--- src/rtl/iob_rr_arbiter_if.sv ---
// Request/grant bundle between bus masters and the round-robin arbiter.
// The master modport drives requests and acknowledges; the slave modport drives grants.
interface iob_rr_arbiter_if #(
  parameter int unsigned PORTS = 4
);
  localparam int unsigned IDX_W = (PORTS > 1) ? $clog2(PORTS) : 1;

  logic [PORTS-1:0] request_i;
  logic [PORTS-1:0] acknowledge_i;
  logic [PORTS-1:0] grant_o;
  logic             grant_valid_o;
  logic [IDX_W-1:0] grant_encoded_o;

  modport master (
    output request_i,
    output acknowledge_i,
    input  grant_o,
    input  grant_valid_o,
    input  grant_encoded_o
  );

  modport slave (
    input  request_i,
    input  acknowledge_i,
    output grant_o,
    output grant_valid_o,
    output grant_encoded_o
  );
endinterface

--- src/rtl/iob_rr_arbiter.sv ---
// Registered N-port arbiter: fixed or round-robin priority, selectable tie direction,
// optional grant locking until the owner drops its request or acknowledges.
module iob_rr_arbiter #(
  parameter int unsigned PORTS                = 4,
  parameter int unsigned ARB_TYPE_ROUND_ROBIN = 0,
  parameter string       ARB_BLOCK            = "NONE",
  parameter string       LSB_PRIORITY         = "LOW"
) (
  input  logic              clk_i,
  input  logic              rst_n_i,
  iob_rr_arbiter_if.slave   bus
);

  localparam int unsigned IDX_W     = (PORTS > 1) ? $clog2(PORTS) : 1;
  localparam bit          RR        = (ARB_TYPE_ROUND_ROBIN != 0);
  localparam bit          PRIO_LOW  = (LSB_PRIORITY == "LOW");
  localparam bit          BLOCK_REQ = (ARB_BLOCK == "REQUEST");
  localparam bit          BLOCK_ACK = (ARB_BLOCK == "ACKNOWLEDGE");

  logic [PORTS-1:0] grant_q, grant_d;
  logic             valid_q, valid_d;
  logic [IDX_W-1:0] enc_q, enc_d;
  logic [IDX_W-1:0] ptr_q, ptr_d;

  logic             owner_req;
  logic             owner_ack;
  logic             hold;
  logic [PORTS-1:0] mask;
  logic [PORTS-1:0] cand;
  logic [IDX_W-1:0] winner;

  // Index of the highest-priority set bit in the tie direction.
  function automatic logic [IDX_W-1:0] pick(input logic [PORTS-1:0] v);
    logic [IDX_W-1:0] idx;
    idx = '0;
    if (PRIO_LOW) begin
      for (int i = int'(PORTS) - 1; i >= 0; i--) begin
        if (v[i]) idx = IDX_W'(i);
      end
    end else begin
      for (int i = 0; i < int'(PORTS); i++) begin
        if (v[i]) idx = IDX_W'(i);
      end
    end
    return idx;
  endfunction

  always_comb begin
    grant_d   = grant_q;
    valid_d   = valid_q;
    enc_d     = enc_q;
    ptr_d     = ptr_q;
    owner_req = 1'b0;
    owner_ack = 1'b0;
    mask      = '0;

    for (int i = 0; i < int'(PORTS); i++) begin
      if (enc_q == IDX_W'(i)) begin
        owner_req = bus.request_i[i];
        owner_ack = bus.acknowledge_i[i];
      end
      mask[i] = bus.request_i[i] &&
                (PRIO_LOW ? (IDX_W'(i) > ptr_q) : (IDX_W'(i) < ptr_q));
    end

    hold   = valid_q && ((BLOCK_REQ && owner_req) || (BLOCK_ACK && !owner_ack));
    cand   = (RR && (|mask)) ? mask : bus.request_i;
    winner = pick(cand);

    // Release edge doubles as the arbitration edge, so there is no idle bubble.
    if (!hold) begin
      if (|bus.request_i) begin
        grant_d = PORTS'(1) << winner;
        valid_d = 1'b1;
        enc_d   = winner;
        if (RR) ptr_d = winner;
      end else begin
        grant_d = '0;
        valid_d = 1'b0;
      end
    end
  end

  always_ff @(posedge clk_i) begin
    if (!rst_n_i) begin
      grant_q <= '0;
      valid_q <= 1'b0;
      enc_q   <= '0;
      ptr_q   <= PRIO_LOW ? IDX_W'(PORTS - 1) : '0;
    end else begin
      grant_q <= grant_d;
      valid_q <= valid_d;
      enc_q   <= enc_d;
      ptr_q   <= ptr_d;
    end
  end

  assign bus.grant_o         = grant_q;
  assign bus.grant_valid_o   = valid_q;
  assign bus.grant_encoded_o = enc_q;

endmodule

--- src/flat_wrapper.sv ---
// flat-port wrapper written by rule: the top's interface ports become plain ports
module iob_rr_arbiter_flat 
#(
  parameter int unsigned PORTS                = 4,
  parameter int unsigned ARB_TYPE_ROUND_ROBIN = 0,
  parameter string       ARB_BLOCK            = "    ",
  parameter string       LSB_PRIORITY         = "   "
)
  (clk_i, rst_n_i, bus_request_i, bus_acknowledge_i, bus_grant_o, bus_grant_valid_o, bus_grant_encoded_o);
  iob_rr_arbiter_if #(.PORTS(PORTS)) bus_i ();
  input  logic clk_i;
  input  logic rst_n_i;
  input wire logic [$bits(bus_i.request_i)-1:0] bus_request_i;
  input wire logic [$bits(bus_i.acknowledge_i)-1:0] bus_acknowledge_i;
  output wire logic [$bits(bus_i.grant_o)-1:0] bus_grant_o;
  output wire logic [$bits(bus_i.grant_valid_o)-1:0] bus_grant_valid_o;
  output wire logic [$bits(bus_i.grant_encoded_o)-1:0] bus_grant_encoded_o;
  assign bus_i.request_i = bus_request_i;
  assign bus_i.acknowledge_i = bus_acknowledge_i;
  assign bus_grant_o = bus_i.grant_o;
  assign bus_grant_valid_o = bus_i.grant_valid_o;
  assign bus_grant_encoded_o = bus_i.grant_encoded_o;
  iob_rr_arbiter #(.PORTS(PORTS), .ARB_TYPE_ROUND_ROBIN(ARB_TYPE_ROUND_ROBIN), .ARB_BLOCK(ARB_BLOCK), .LSB_PRIORITY(LSB_PRIORITY)) u_core (.clk_i(clk_i), .rst_n_i(rst_n_i), .bus(bus_i));
endmodule
--- config.mk ---
export PLATFORM = sky130hd
export DESIGN_NAME = iob_rr_arbiter_flat
export DESIGN_NICKNAME = d
export VERILOG_FILES = /design/src/rtl/iob_rr_arbiter_if.sv /design/src/rtl/iob_rr_arbiter.sv /design/src/flat_wrapper.sv
export SDC_FILE = /design/constraint.sdc
export NUM_CORES = 1
export LEC_CHECK = 0
export BUFFER_PORTS_ARGS = -buffer_cell sky130_fd_sc_hd__buf_4
export CAP_MARGIN = 40
export CORE_AREA = 2 2 39 41
export DETAILED_ROUTE_END_ITERATION = 10
export DIE_AREA = 0 0 41 43
export SYNTH_ARGS = -nofsm -noshare
export SYNTH_HDL_FRONTEND = slang
export SYNTH_SLANG_ARGS = --single-unit
--- constraint.sdc ---
create_clock -name clk_i -period 0.8 [get_ports clk_i]
set_input_delay 0 -clock clk_i [delete_from_list [all_inputs] [get_ports clk_i]]
set_output_delay 0 -clock clk_i [all_outputs]
set_load 0.02 [all_outputs]
* Word level (Yosys, flattened, before mapping) *
Index checks and enable logic that the tools add are counted.
Widths: inputs -> output; s select.

storage, ports and cells
  register bits after elaboration = 7
  latch bits = 0
  memory bits (writable) = 0
  ROM bits = 0
  logic and storage cells = 10
  memories = 0

operators by class
  add/sub/neg operators = 0
  multiply operators = 0
  div/mod/pow operators = 0
  $lt $le $gt $ge = 0
  eq/ne operators = 0
  shift-type cells = 1
  multiplexer cells = 4
  bitwise logic cells = 0
  reduce and logical (&&, ||, !) cells = 2

operators with widths
  operator             number
  $mux 2               2
  $reduce_or 4->1      1
  $shl 1x2->4 const A  1
  $mux 1               2
  $reduce_and 2->1     1

* Longest topological paths before layout *
Gate-level depths: netlist of run 1.

  depth after elaboration = 4
  gate-level depth with buffers = 2
  mapped depth without buffers = 2

* Worst setup path after synthesis of run 1 *
Ideal clock, no wire load.

  kind = register -> register
  start = register, netlist name u_core.bus.grant_encoded_o[0]
  end = register u_core.enc_q[0] (netlist: u_core.bus.grant_encoded_o[0])
  setup time = 0.122 ns
  arrival = 0.759 ns
  data required time = 0.678 ns
  slack = -0.081 ns
  stages on the path, launching flop included = 3
  buffers on the path = 0
  cell sequence = dfxtp_1 > nor2b_1 > o311a_1

RTL lines
  item                  line                  text
  end signal, assigned  iob_rr_arbiter.sv:93  enc_q <= enc_d;
  end, declared         iob_rr_arbiter.sv:22  logic [IDX_W-1:0] enc_q, enc_d;

==> summary.md, run 1 <==
| Metric | Value |
|---|---|
| Core box area | `0.00138 mm^2` |
| P&R area growth vs syn | `74.9%` |
| Maxcap violations | `0` |
| Die H | `43 um` |
| Ant diodes | `0` |
| Worst EP required | `940 ps` |
| Max FO, Critical Path | `2` |
| Iteration-0 DRC Markers | `4` |
| Worst-Skew Late Latency | `250 ps` |
| DR vias | `209` |
| Pre-CTS setup slack | `-13.2 ps` |
| FFs w/ async S/R, synth | `0%` |
| Hold path endpoint | `u_core.bus.grant_encoded_o[0]` |
| CP Data Arrival Time | `960 ps` |
| Port Buffers | `12` |
| Worst Skew | `0 ps` |
| Synth top cells by count | `dfxtp_1, nor2_1` |
| Hold depth | `2` |
| Clock Sinks | `7` |
| Failing checks | `negative setup slack` |
| Post-Route Setup TNS | `-18.2 ps` |
| Netlist cell types | `13` |
| Ports | `17` |
| Cell with the most instances after synthesis | `dfxtp_1` |
| Die area | `0.00176 mm^2` |
| Root Driver | `clkbuf_4` |
| Sequential area share after synthesis | `62.6%` |
| WL/cell | `9.05 um` |
| Ys Warns | `0` |
| Worst r2r src | `u_core.bus.grant_encoded_o[0]` |
| Pwr per Cell Area | `2080 mW/mm^2` |
| Largest net degree at the start of global routing | `7` |
| Area after DPL | `335 um^2` |
| Headroom to the max-slew limit | `85.5%` |
| Setup crit end kind | `flip-flop` |
| Crit Reg-Reg Endpoint | `u_core.bus.grant_encoded_o[0]` |
| Post-route minimum period | `818 ps` |
| Detail Placement HPWL | `333 um` |
| Worst Path Class, Setup | `reg -> reg` |
| Layout cells sized above 1 | `48.7%` |
| DRT antenna net count | `0` |
| GR Util All Layers | `7.36%` |
| Std-Cell Rows | `14` |
| Startpoint types | `flip-flop` |
| Number of global-route vias before repair | `171` |
| Post-CTS sizing | `0` |
| Mapped cell area | `224 um^2` |
| Clock-pin slew on the worst setup and hold paths | `50 ps` |
| Setup violations, final | `1` |
| Initial Utilization | `16.2%` |
| H-tree Lvls | `1` |
| Initial antenna violation count | `0` |
| Top cell type's share of synthesized area | `62.6%` |
| Fin. max-slew vios | `0` |
| Detailed-route DRC error count | `0` |
| Dominant cells by area after synthesis | `dfxtp_1, and4b_1, o311a_1, o32ai_1, and2_2` |
| Total gr overflow | `0` |
| Peak supply drop | `652 uV` |
| Mapped Cells | `20` |
| Final Hold Viols | `0` |
| F_max | `1.22 GHz` |
| Final wirelength | `498 um` |
| Post-Layout Inst Area | `392 um^2` |
| Flop2flop setup slack | `-20 ps` |
| First-pass GRT wire length | `772 um` |
| Top FF cell, synth | `dfxtp_1` |
| Largest area contributor in the netlist | `dfxtp_1` |
| TritonCTS buffer count | `3` |
| Syn Area/Cell | `11.2 um^2` |
| R2R cell count | `2` |
| Die Wd | `41 um` |
| Final #Nets | `50` |
| Static leakage | `0.000186 uW` |
| CTS tree | `yes` |
| Deepest clock path buffer count | `2` |
| Vias/cell | `3.80` |
| RSZ-0062 raised after global routing | `yes` |
| Hold path startpoint | `rst_n_i` |
| Final worst slack | `-18.2 ps` |
| Number of enable flip-flop cells after synthesis | `0` |
| Post-Syn Nets | `30` |
| TritonRoute pass-1 iters | `2` |
| Worst-Margin Slew | `217 ps` |
| FF+latch count, synth | `7` |
| Final GP Congestion | `0.687` |
| Status | `finished, violations left` |
| Min-Delay Path Class | `in -> reg` |
| Tcrit/Tclk final | `102%` |
## where the power goes
group          internal, uW  switching (uW)
Combinational          61.7            55.4
Clock                   190             133
Sequential              368            6.07
## registers in the layout, summed over array words and instances, names as in the netlist
name and cells:
u_core.bus.grant_encoded_o 2, u_core.bus.grant_valid_o 1, u_core.bus.grant_o 4
## what timing repair did
item,in CTS,in global routing
cloned,0,0
setup endpoints to repair,1,1
setup buffers,0,0
hold buffers,3,0
hold endpoints to repair,2,0
## worst max-delay path by stage
stage / startpoint / end / slack, ps / cells after the start
6_report: u_core.bus.grant_encoded_o[0] / u_core.bus.grant_encoded_o[0] / -20 / 2
4_1_cts: u_core.bus.grant_encoded_o[0] / u_core.bus.grant_encoded_o[0] / -20 / 2
5_1_grt: u_core.bus.grant_encoded_o[0] / u_core.bus.grant_encoded_o[0] / -40 / 2
3_5_place_dp: u_core.bus.grant_encoded_o[0] / u_core.bus.grant_encoded_o[0] / -10 / 2
2_1_floorplan: u_core.bus.grant_encoded_o[0] / u_core.bus.grant_encoded_o[0] / -50 / 2
3_3_place_gp: u_core.bus.grant_encoded_o[0] / u_core.bus.grant_encoded_o[0] / 0.5 / 2
## layout make-up
type	instances	area (um^2)
Clock buffer	4	26.3
Fill cell	158	992
Inverter	1	3.75
Multi-Input combinational cell	12	80.1
Sequential cell	7	141
Tap cell	16	20.0
Timing Repair Buffer	15	120
## kinds of logic after synthesis
logic type,share of synthesized area (%)
compound gates,10.6
buf+inv,1.67
flops,62.6
simple gates,25.1
## layout by cell type (no fill, tap or decap)
cell / synthesis / routed
o311a_1: 1 / 1
and2_2: 1 / 1
nor2_1: 2 / 2
and3_2: 1 / 1
o32ai_1: 1 / 1
dlygate4sd3_1: 0 / 3
clkbuf_4: 0 / 3
nand2_1: 1 / 1
a21oi_1: 1 / 1
nor2_2: 1 / 1
and4b_1: 1 / 1
inv_1: 1 / 1
clkbuf_1: 0 / 1
nor2b_1: 1 / 1
buf_4: 0 / 12
or2b_1: 1 / 1
dfxtp_1: 7 / 6
dfxtp_2: 0 / 1
## per-stage QoR
step | std cells | total power (uW) | utilization, % | hold slack (ps)
2_1_floorplan | 20 | 427 | - | 114
3_3_place_gp | 48 | 486 | 24.2 | 240
3_5_place_dp | 48 | 486 | 24.2 | 239
4_1_cts | 55 | 825 | 28.3 | 11.2
5_1_grt | 55 | 856 | 28.3 | 14.9
6_report | 55 | 814 | 28.3 | 15.9
## worst max-delay path, stage by stage, from the launching register on
cell	delay [ps]
dfxtp_2	310
nor2b_1	120
o311a_1	270
## metal layers
metal	global-route usage (%)	wire (um)
met5	0	0
met4	8.00	16
met3	4.71	64
met2	6.25	171
met1	10.4	245
No activity file was read; power rests on OpenSTA's default activity.
==> run 2, diff against run 1 <==
ABC_AREA = 1   (was default)
==> run 2 against run 1 <==
The flow now finishes without violations. Cell count rose by 7.3%. Routed wire length up 1.6%. Critical path depth shrank 1. Synthesized cell count increased by 30%. Area after synthesis increased by 3.4%. Non-clock buffer count fell by 2. Highest routed layer is now met3. Clock skew is the same.
==> summary.md, run 2 <==
| Metric | Value |
|---|---|
| Port Buffers | `12` |
| Hold depth | `3` |
| Number of flip-flops in the largest register | `4` |
| CTS tree | `yes` |
| Post-route minimum period | `718 ps` |
| Layout fillers | `151` |
| Die H | `43 um` |
| FFs w/ async S/R, synth | `0%` |
| Dominant cells by area after synthesis | `dfxtp_1, a21oi_1, inv_1, nor2_2, nor2_1` |
| Worst-Skew Late Latency | `250 ps` |
| Ant diodes | `0` |
| Die Wd | `41 um` |
| Initial Utilization | `16.7%` |
| FF+latch count, synth | `7` |
| Detail Placement HPWL | `400 um` |
| R2R cell count | `2` |
| Pwr per Cell Area | `2130 mW/mm^2` |
| Static leakage | `0.000187 uW` |
| CP bufs+invs | `1` |
| Number of global-route vias before repair | `228` |
| Die area | `0.00176 mm^2` |
| P&R area growth vs syn | `63.2%` |
| Clock-pin slew on the worst setup and hold paths | `50 ps` |
| Worst EP required | `800 ps` |
| Headroom to the max-slew limit | `79.3%` |
| RSZ-0062 raised after global routing | `no` |
| Status | `complete, no violations` |
| Clock Power Share | `39.1%` |
| WL/cell | `8.58 um` |
| CP Data Arrival Time | `720 ps` |
| GR Util All Layers | `7.55%` |
| Top cell type's share of synthesized area | `60.5%` |
| Flop2flop setup slack | `200 ps` |
| Synth top cells by count | `dfxtp_1, inv_1, a21oi_1, nor2_1` |
| Number of enable flip-flop cells after synthesis | `0` |
| Hold buffer count at cts | `1` |
| Combinational power share | `14.3%` |
| F_max | `1.39 GHz` |
| Total gr overflow | `0` |
| Clock Sinks | `7` |
| DR vias | `235` |
| Ports | `17` |
| Max FO, Critical Path | `2` |
| Worst Skew | `0 ps` |
| Levels on crit path | `1` |
| Final #Nets | `54` |
| Psw | `192 uW` |
| Detailed-route DRC error count | `0` |
| TritonCTS buffer count | `3` |
| CP cell instances | `buf_4` |
| Maxcap violations | `0` |
| Mapped Cells | `26` |
| Post-CTS setup buffer count | `0` |
| Layout cells sized above 1 | `39.5%` |
| Final wirelength | `506 um` |
| Mapped cell area | `231 um^2` |
| Ys Warns | `0` |
| First-pass GRT wire length | `814 um` |
| Setup violations, final | `0` |
| Post-CTS sizing | `0` |
| Initial antenna violation count | `0` |
| Worst Path Class, Setup | `reg -> out` |
| Most frequent cells in the layout | `buf_4, dfxtp_1, inv_1` |
| Final GP Congestion | `0.714` |
| Most common cell after layout, fill and taps aside | `buf_4` |
| Fin. max-slew vios | `0` |
| Pwr Total | `803 uW` |
| Min-Delay Path Class | `in -> reg` |
| Largest area contributor in the netlist | `dfxtp_1` |
| Netlist cell types | `11` |
| Post-Route Setup TNS | `0 ps` |
| H-tree Lvls | `1` |
| Iteration-0 DRC Markers | `2` |
| Post-Syn Nets | `36` |
| Sequential area share after synthesis | `60.5%` |
| Sw frac | `23.9%` |
| Cell with the most instances after synthesis | `dfxtp_1` |
| Final Hold Viols | `0` |
| Pre-CTS setup slack | `183 ps` |
| Setup crit end kind | `primary output` |
| Final worst slack | `82.0 ps` |
| Reg power frac | `46.6%` |
| DRT antenna net count | `0` |
| Multi-input logic area | `76.3 um^2` |
| TritonRoute pass-1 iters | `4` |
| Largest net degree at the start of global routing | `6` |
| Std-Cell Rows | `14` |
| Worst-Margin Slew | `308 ps` |
| Core box area | `0.00138 mm^2` |
| Peak supply drop | `1110 uV` |
| Delay-heaviest family, CP | `flip-flops` |
| Register area | `140 um^2` |
| Root Driver | `clkbuf_4` |
| Crit-path max cell delay | `330 ps` |
| Tcrit/Tclk final | `89.8%` |
| Startpoint types | `flip-flop` |
| Critical path's slowest cell | `dfxtp_1` |
| Deepest clock path buffer count | `2` |
| Syn Area/Cell | `8.90 um^2` |
| Internal power | `611 uW` |
| Vias/cell | `3.98` |
| Top FF cell, synth | `dfxtp_1` |
run 2: changes by cell type in the layout (fill, tap and decap cells not counted), sizes merged, moves of 2 or more:
cell	before	now
nand3	0	2
inv	1	4
nor2	3	5
dlygate4sd3	3	1
a21oi	1	3
run 2: power groups by stage:
| stage | sequential [uW] | clock (uW) | combinational (uW) |
|---|---|---|---|
| after detailed placement | 382 | 0 | 112 |
| after global placement | 382 | 0 | 110 |
| final | 374 | 314 | 115 |
| after CTS | 374 | 330 | 117 |
| after floorplan | 405 | 0 | 26.3 |
| after global routing | 376 | 364 | 126 |
run 2: routing by layer:
layer	routed length, um	global-route usage [%]	vias to the layer above	share of wire [%]
li1	-	-	119	-
met1	186	6.47	105	37
met2	252	10.6	11	50
met3	67	9.42	0	13
met4	0	2.00	0	0
met5	0	0	-	0
run 2: final timing paths:
| kind | start | endpoint |
|---|---|---|
| worst min register to register | u_core.bus.grant_encoded_o[1] | u_core.bus.grant_encoded_o[1] |
| worst max register to register | u_core.bus.grant_encoded_o[0] | u_core.bus.grant_encoded_o[0] |
| worst max-delay path | u_core.bus.grant_encoded_o[0] | bus_grant_encoded_o[0] |
| worst min-delay path | bus_request_i[0] | u_core.bus.grant_o[0] |
run 2: logic make-up after synthesis:
family                 count (synthesis)  share of synthesized area (%)
and+or+nand+nor                       11                           24.3
DFF                                    7                           60.5
AOI/OAI and AO/OA                      4                           8.64
buffers and inverters                  4                           6.48
run 2: cell type report:
type	count	area share, %
flip-flops and latches	7	37.1
well taps	16	5.30
multi-input cells	15	20.2
clock buffers	4	6.95
repair buffers	13	26.5
inverters	4	3.97
run 2: stage by stage:
step                      instances  hold slack, ps  cell area (um^2)  utilization (%)
final                            59            12.8               378             27.3
after global placement           54             205               342             24.7
after detailed placement         54             211               342             24.7
after CTS                        59            10.9               378             27.3
after global routing             59            19.9               378             27.3
after floorplan                  26            79.3               231                -
run 2: tightest hold or removal path, stage by stage:
cell	delay, ps
buf_4	90
nand4_1	90
inv_1	50
==> run 3, diff against run 2 <==
BUFFER_PORTS_ARGS = default   (was -buffer_cell sky130_fd_sc_hd__buf_4)
DONT_BUFFER_PORTS = 1   (was default)
==> run 3 against run 2 <==
Clock-buffer cell count did not move. Sequential power rose by 4%. First-iteration DRC count did not move. Critical path depth rose by 3. Sequential share of layout area fell by 1.4 points. Worst setup slack got worse by 31 ps. Power fell by 0.42%. Clock power rose by 2%. Global-route usage rose by 1.4 points. Flip-flop and latch count did not move. Combinational power fell by 22%. Critical path type is now in -> reg. Critical endpoint is now u_core.bus.grant_encoded_o[0]. Largest power group unchanged. Highest routed layer unchanged.
==> summary.md, run 3 (synthesis gave the netlist of run 2 again) <==
| Metric | Value |
|---|---|
| Status | `complete, no violations` |
| Final Hold Viols | `0` |
| Peak supply drop | `774 uV` |
| Ports | `17` |
| Worst Setup SP | `bus_request_i[3]` |
| Layout Cells excl Fill | `58` |
| Fin. max-slew vios | `0` |
| Die H | `43 um` |
| Worst r2r src | `u_core.bus.grant_encoded_o[0]` |
| Startpoint types | `input port` |
| Clock Sinks | `7` |
| Hold path endpoint | `u_core.bus.grant_o[2]` |
| Headroom to the max-slew limit | `85.9%` |
| First-pass GRT wire length | `959 um` |
| CTS tree | `yes` |
| Initial Utilization | `16.7%` |
| Die Wd | `41 um` |
| WL/cell | `10.7 um` |
| Vias/cell | `4.12` |
| Tcrit/Tclk final | `93.6%` |
| Deepest clock path buffer count | `2` |
| Die area | `0.00176 mm^2` |
| Core box area | `0.00138 mm^2` |
| Critical path's slowest cell | `dlygate4sd3_1` |
| Static leakage | `0.000175 uW` |
| Hold path startpoint | `bus_request_i[3]` |
| Largest net degree at the start of global routing | `6` |
| RSZ-0062 raised after global routing | `no` |
| Flop2flop setup slack | `200 ps` |
| CP Data Arrival Time | `930 ps` |
| Worst Path Class, Setup | `in -> reg` |
| Initial antenna violation count | `0` |
| TritonCTS buffer count | `3` |
| F_max | `1.33 GHz` |
| Min-Delay Path Class | `in -> reg` |
| Pwr per Cell Area | `2040 mW/mm^2` |
| Placed cells | `44` |
| Maxcap violations | `0` |
| Worst-Skew Late Latency | `250 ps` |
| Number of flip-flops in the largest register | `4` |
| Number of global-route vias before repair | `240` |
| Layout cells sized above 1 | `16.7%` |
| Final GP Congestion | `0.663` |
| Detailed-route DRC error count | `0` |
| P&R area growth vs syn | `69.7%` |
| Worst Skew | `0 ps` |
| Worst EP required | `980 ps` |
| Final #Nets | `53` |
| Iteration-0 DRC Markers | `2` |
| Detail Placement HPWL | `403 um` |
| Post-Route Setup TNS | `0 ps` |
| H-tree Lvls | `1` |
| Crit-path max cell delay | `610 ps` |
| Hold depth | `2` |
| TritonRoute pass-1 iters | `4` |
| Most frequent cells in the layout | `dlygate4sd3_1, dfxtp_1, inv_1` |
| Most common cell after layout, fill and taps aside | `dlygate4sd3_1` |
| Setup violations, final | `0` |
| R2R cell count | `2` |
| Setup crit end kind | `flip-flop` |
| Max FO, Critical Path | `4` |
| Crit Reg-Reg Endpoint | `u_core.bus.grant_encoded_o[0]` |
| Clock-pin slew on the worst setup and hold paths | `50 ps` |
| Root Driver | `clkbuf_4` |
| Ant diodes | `0` |
| Worst-Margin Slew | `211 ps` |
| DRT antenna net count | `0` |
| Post-route minimum period | `749 ps` |
| Final wirelength | `622 um` |
| CP cell instances | `nor2_2 -> dlygate4sd3_1 -> nand3_1 -> a21oi_1` |
| DR vias | `239` |
| Std-Cell Rows | `14` |
| Port Buffers | `0` |
| Total gr overflow | `0` |
| GR Util All Layers | `8.95%` |
## run 3: power by group
part / total (uW) / internal [uW] / switching, uW / leakage, uW
Clock: 321 / 190 / 130 / 0.0000150
Sequential: 390 / 368 / 21.9 / 0.0000580
Combinational: 89.2 / 52.3 / 36.9 / 0.000102
## run 3: worst max-delay path by stage
stage | end | slack (ps) | cells past startpoint
floorplan | u_core.bus.grant_encoded_o[0] | 110 | 2
global placement | u_core.bus.grant_encoded_o[0] | 210 | 2
detailed placement | u_core.bus.grant_encoded_o[0] | 220 | 2
CTS | u_core.bus.grant_o[2] | 50 | 3
global route | u_core.bus.grant_encoded_o[0] | 8 | 4
finish | u_core.bus.grant_encoded_o[0] | 50 | 4
## run 3: layout make-up
class                   count  area, um^2
fillers                   159         991
flip-flops and latches      7         140
repair buffers             12         115
multi-input cells          15        76.3
clock buffers               4        26.3
well taps                  16        20.0
inverters                   4        15.0
## run 3: per-stage QoR
stage               utilization (%)  hold slack, ps  area (um^2)  power (uW)  setup WS [ps]
finish                         28.4             372          393         800           50.9
global route                   28.4             362          393         857           8.47
CTS                            26.9            -113          373         800           47.8
detailed placement             19.3            84.7          267         450            218
global placement               19.3            85.4          267         448            213
floorplan                         -            79.3          231         431            112
## run 3: metal layers
layer / global-route usage (%) / share of wire, % / vias to the layer above
met1: 7.44 / 33 / 111
li1: - / - / 118
met4: 4.00 / 0 / 0
met3: 10.5 / 13 / 0
met5: 0 / 0 / -
met2: 12.5 / 55 / 10
## run 3: critical path, delay by kind of cell
kind / cells / cell delay [ps]
simple gates: 2 / 200
buf+inv: 1 / 610
compound gates: 1 / 120
## run 3: what timing repair did
item | CTS | global route
buffers inserted | 0 | 0
gates resized for setup | 0 | 1
hold buffers | 8 | 2
endpoints found under the hold margin | 7 | 2
endpoints found under the setup margin | 0 | 1
